<file path="src/rtl/axis_fifo.sv">
// axis_fifo: single-clock AXI4-Stream elastic FIFO, first-word fall-through; define AXIS_FIFO_COUNT_EN to add the occupancy output
module axis_fifo #(
  parameter int WIDTH      = 32,
  parameter int DEPTH      = 16,
  parameter int ADDR_WIDTH = $clog2(DEPTH)
) (
  input  logic             aclk,
  input  logic             areset,
  input  logic [WIDTH-1:0] s_axis_tdata,
  input  logic             s_axis_tvalid,
  output logic             s_axis_tready,
  output logic [WIDTH-1:0] m_axis_tdata,
  output logic             m_axis_tvalid,
  input  logic             m_axis_tready
`ifdef AXIS_FIFO_COUNT_EN
  ,
  output logic [ADDR_WIDTH:0] occupancy
`endif
);
  logic [WIDTH-1:0]    mem [DEPTH];
  logic [ADDR_WIDTH:0] wr_ptr_q, wr_ptr_d, rd_ptr_q, rd_ptr_d;
  logic                s_ready_q, s_ready_d;
  logic                wr_en, rd_en;
  // next pointers and next ready; ready is precomputed so it is a plain flop output
  always_comb begin
    wr_en     = s_axis_tvalid & s_ready_q;
    rd_en     = m_axis_tvalid & m_axis_tready;
    wr_ptr_d  = wr_ptr_q + {{ADDR_WIDTH{1'b0}}, wr_en};
    rd_ptr_d  = rd_ptr_q + {{ADDR_WIDTH{1'b0}}, rd_en};
    s_ready_d = !((wr_ptr_d[ADDR_WIDTH] != rd_ptr_d[ADDR_WIDTH]) &&
                  (wr_ptr_d[ADDR_WIDTH-1:0] == rd_ptr_d[ADDR_WIDTH-1:0]));
  end
  // pointer and ready state; ready stays low through reset and rises on the first edge after release
  always_ff @(posedge aclk or posedge areset) begin
    if (areset) begin
      wr_ptr_q  <= '0;
      rd_ptr_q  <= '0;
      s_ready_q <= 1'b0;
    end else begin
      wr_ptr_q  <= wr_ptr_d;
      rd_ptr_q  <= rd_ptr_d;
      s_ready_q <= s_ready_d;
    end
  end
  // storage is never cleared, so the output shows stale contents rather than X when empty
  always_ff @(posedge aclk) begin
    if (wr_en) mem[wr_ptr_q[ADDR_WIDTH-1:0]] <= s_axis_tdata;
  end
  assign s_axis_tready = s_ready_q;
  assign m_axis_tvalid = wr_ptr_q != rd_ptr_q;
  assign m_axis_tdata  = mem[rd_ptr_q[ADDR_WIDTH-1:0]];
`ifdef AXIS_FIFO_COUNT_EN
  assign occupancy = wr_ptr_q - rd_ptr_q;
`endif
endmodule

</file>
<file path="config.mk">
export PLATFORM = sky130hd
export DESIGN_NAME = axis_fifo
export DESIGN_NICKNAME = d
export VERILOG_FILES = /design/src/rtl/axis_fifo.sv
export SDC_FILE = /design/constraint.sdc
export NUM_CORES = 1
export LEC_CHECK = 0
export CAP_MARGIN = 20
export CORE_UTILIZATION = 27
export DETAILED_ROUTE_END_ITERATION = 10
export PLACE_DENSITY = 0.47
export SYNTH_ARGS = -nofsm -noshare
export SYNTH_HDL_FRONTEND = slang
export SYNTH_SLANG_ARGS = --single-unit
export TNS_END_PERCENT = 100
</file>
<file path="constraint.sdc">
create_clock -name aclk -period 7 [get_ports aclk]
set_input_delay 1.4 -clock aclk [delete_from_list [all_inputs] [get_ports aclk]]
set_output_delay 1.4 -clock aclk [all_outputs]
set_load 0.05 [all_outputs]
</file>
Word level (Yosys, flattened, before mapping):

Memories as Yosys holds them, arrays and structs flattened.
Cells that the tools add are included.

* bits in registers: 11
* memory bits (writable): 512
* input port bits: 36
* output and inout port bits: 34
* word-level logic and storage cells: 15
* memories kept: 1

* $add $sub $neg: 2
* eq/ne operators: 3
* muxes and demuxes: 2
* bitwise logic cells: 2
* reduce and logical (&&, ||, !) cells: 2

Memories
* mem: words 16, bits a word 32, rd ports 1, clocked after Yosys merged registers in 0, wr ports 1, line 20 `logic [WIDTH-1:0] mem [DEPTH];`

Operators with widths (count)
* $add A5 B1 Y5: 2
* $ne A5 B5 Y1: 1
* $eq A4 B4 Y1: 1
* $and A1 B1 Y1: 2
* $mux W1: 2
* $logic_and A1 B1 Y1: 1
* $logic_not A1 Y1: 1
* $ne A1 B1 Y1: 1

Depth between registers and ports, before layout:

* depth after elaboration: 6
* mapped depth: 12
* depth with buffers taken out: 10

Worst setup path before layout:

No wires, ideal clock.

* path type: in2reg
* start point: in s_axis_tvalid
* end point: mem mem[0][0], enable pin
* library setup time: 0.461 ns
* arrival time: 4.060 ns
* data required time: 6.539 ns
* slack: 2.479 ns
* stages: 3
* buffers on the path: 0
* cells stage by stage: nand2_1 > or3_1 > nor3_1

* cells in the longest elaborated chain, start to end: 3

RTL lines
* from (decl): line 10 `input logic s_axis_tvalid,`
* $and A1 B1 Y1: line 26 `wr_en = s_axis_tvalid & s_ready_q;`
* $mux W1: line 47 `if (wr_en) mem[wr_ptr_q[ADDR_WIDTH-1:0]] <= s_axis_tdata;`
* $mux W1 (implied by the code): line 47
* to (decl): line 20

Every way passes these cells.

Worst setup path after layout:

* start point: reg rd_ptr_q[0]
* end point: out m_axis_tdata[9]

* cells in the longest elaborated chain, start to end: 1

RTL lines
* from (decl): line 21 `logic [ADDR_WIDTH:0] wr_ptr_q, wr_ptr_d, rd_ptr_q, rd_ptr_d;`
* from (signal assigned): line 41 `rd_ptr_q <= rd_ptr_d;`
* $mem_v2 Z16 W32
* to (decl): line 12 `output logic [WIDTH-1:0] m_axis_tdata,`

Every way passes these cells.

==> results.md <==
* Largest net degree at the start of global routing at 62
* Placed Instances at 1855
* Reg clk slew, reported paths at around 0.06 ns
* Global-route wire length before repair at approximately 68000 µm
* Synth Area in Compound Gates at ~2.4%
* Placer Congestion at roughly 0.68
* Critical path class: flop to output port
* Die width at 272.7 µm
* Hold Crit Depth at 1
* Worst slew margin at a little under a third
* Cell count after synthesis at 859
* P_leak at 7.198 nW
* Slowest stage cell on the critical path: dfrtp_4
* # hold bufs at CTS at 0
* Routed Antenna Nets at 0
* Die H at 272.7 µm
* I/O pins at 70
* Adder-Cell Fraction of Synth Area at 0.2531%
* DR top layer: met5
* Pre-CTS setup slack at 2.310 ns
* Synth cell types at 23
* Dpl cell area at 0.02178 mm²
* Ant. Diodes at 0
* GRT Overall Usage at 12.83%
* Fin crit period at around 5.2 ns
* Simple logic cell fraction of the synthesized area at 1.575%
* # nets final at approximately 1000
* Largest family of logic cells by synthesized area: multiplexers
* Vias in the first global route at 9546
* Layout cells sized above 1 at a little under a quarter
* Clk_lat worst skew at 0.60 ns
* Status: completed
* IO Port Bufs at a little under 70
* Seq/Total Area, Yosys at approximately four fifths
* RSZ-0062 raised after global routing: no
* Root buf cell: clkbuf_16
* Synth Area in XOR/XNOR at 0.7085%
* Peak Freq at roughly 190 MHz
* Vias post-DR at 8976
* Die ar. at 0.07434 mm²
* Number of gates resized after cts at 0
* Final wirelength at 47080 µm
* CTS tree: yes
* CP max stage delay at around 1.1 ns
* Synth area leaders: edfxtp_1 78%, mux4_2 15%, a22oi_1 2.4%
* Drt initial violations at 709
* Rows at 98
* Post-synthesis instance area at 0.01978 mm²
* WL met3 at 1939 µm
* Worst-Margin Slew at just over 1 ns
* Final period util at 74.26%
* Pwr/cell area at 437.0 mW/mm²
* Initial Utilization at 27.48%
* Crit Path Max Fanout at 46
* Hold Fails Final Rpt at 0
* Final Worst Setup Slack at 1.802 ns
* Worst path cell trace: buf_12 -> mux4_2 -> a22oi_1 -> nand2_1 -> clkdlybuf4s50_1
* WP data arrival at between 3 and 4 ns
* Residual DRC at 0
* Wire length on met2 at 23230 µm
* Drt wl/cell at 24.14 µm
* Clock Path Buffers at 3
* Number of max-cap violations at 0
* TritonCTS Sinks at 523
* Antenna violations before repair at 2
* Crit. End Element: output port
* Core ar. at between 0.07 and 0.08 mm²
* Synth Area per Inst at roughly 23 µm²
* Synth area leader: edfxtp_1
* First-pass DRT Iterations at 5
* Yosys reg bits at 523
* Synth Warn # at 0
* Final design instance area without fill at between 0.02 and 0.025 mm²
* Top-area cell type share of the netlist area at just under 80%
* Syn_nets at 899
* Buffer count from post-CTS setup fixing at 0
* Final Max Slew Viols at 0
* Reg2reg path depth at 10
* Area Overhead vs Synth at 18.33%
* Fin cells at slightly below 2000
* Total global routing overflow at 0
* CP required at 5.60 ns
* Overall Power at 10.23 mW
* Hold WC Path Type: flop to flop
* R2R Setup Slk at 3.91 ns
* Hpwl dp at 24170 µm
* Setup-failing EPs final at 0
* Vias per cell at 4.603
* Mux cell area share after synthesis at 14.58%
* Final Skew at 0.01881 ns
* Peak VDD IR at 325.9 µV
* Setup TNS at 0 ns
* H-tree levels at 2
* Met1 wire length at between 20000 and 25000 µm
* Setup crit start kind: flop
* Num CTS Buffers at 54
## critical path, delay by kind of cell, from the launching register on
kind                   cells  cell delay, ns
AND/OR/NAND/NOR            1            0.10
buffers and inverters      2            1.13
AO/OA/AOI/OAI              1            0.30
flip-flops                 1            1.10
multiplexers               1            0.54
## through the flow
| step | utilization (%) | hold slack (ns) |
|---|---|---|
| after floorplan | - | 0.5011 |
| after global placement | 30.26 | 0.5197 |
| after detailed placement | 30.26 | 0.5243 |
| after CTS | 32.51 | 0.5357 |
| after global routing | 32.51 | 0.5683 |
| final | 32.51 | 0.5409 |
## routing by layer
layer  vias to the layer above  global-route usage, %
met5                         -                      0
met3                        68                  2.170
met2                       182                  21.34
met1                      4876                  17.14
met4                         4                  3.873
li1                       3846                      -
## layout make-up
type | count | area [µm²]
clock inverter | 21 | 175.2
fill | 6749 | 48570
sequential | 523 | 15660
clock buffer | 74 | 1448
timing repair buffer | 95 | 923.4
multi-input combinational | 284 | 3999
inverter | 3 | 11.26
tap | 950 | 1189
## flip-flops by register name (all words and copies together), names as in the netlist
name and count:
wr_ptr_q 5, s_axis_tready 1, mem 512, rd_ptr_q 5
## power by group
part	internal (mW)	leakage [nW]	total (mW)	switching, mW
clock	1.55	0.782	2.69	1.14
sequential	3.80	4.75	4.08	0.281
combinational	1.36	1.67	3.46	2.09
total	6.71	7.20	10.2	3.52
## worst paths after layout
path,startpoint,to
max,rd_ptr_q[0]$_DFF_PP0_,m_axis_tdata[9]
min,wr_ptr_q[4]$_DFF_PP0_,wr_ptr_q[4]$_DFF_PP0_
max reg2reg,rd_ptr_q[0]$_DFF_PP0_,s_axis_tready$_DFF_PP0_
min reg2reg,wr_ptr_q[4]$_DFF_PP0_,wr_ptr_q[4]$_DFF_PP0_
max in group asynchronous,areset,rd_ptr_q[1]$_DFF_PP0_
min in group asynchronous,areset,rd_ptr_q[0]$_DFF_PP0_
## cells in the final DEF, fill, tap and decap left out, drive strengths merged
master / netlist / layout
nand2: 36 / 36
nor3: 6 / 6
clkinv: 0 / 15
nand4b: 1 / 1
clkinvlp: 0 / 1
ha: 4 / 4
buf: 23 / 26
edfxtp: 512 / 512
clkbuf: 26 / 74
a22oi: 64 / 64
inv: 3 / 5
xnor2: 7 / 7
bufinv: 0 / 3
and2: 2 / 2
nor2b: 2 / 2
or3: 1 / 1
clkdlybuf4s50: 0 / 69
nand3: 6 / 6
nand3b: 1 / 1
nor2: 15 / 15
dfrtp: 11 / 11
nand2b: 2 / 2
xor2: 9 / 9
mux4: 128 / 128
## cells by family after synthesis
group / Yosys count
AO/OA/AOI/OAI: 64
adder cells (fa/ha/maj): 4
flip-flops: 523
buffers and inverters: 52
AND/OR/NAND/NOR: 72
multiplexers: 128
XOR/XNOR: 16
## cell usage after synthesis (all sizes together)
cell type and count:
a22oi 64, and2 2, buf 23, clkbuf 26, dfrtp 11, edfxtp 512
ha 4, inv 3, mux4 128, nand2 36, nand2b 2, nand3 6
nand3b 1, nand4b 1, nor2 15, nor2b 2, nor3 6, or3 1
xnor2 7, xor2 9
Note: power is estimated with default switching activity, not from simulation.
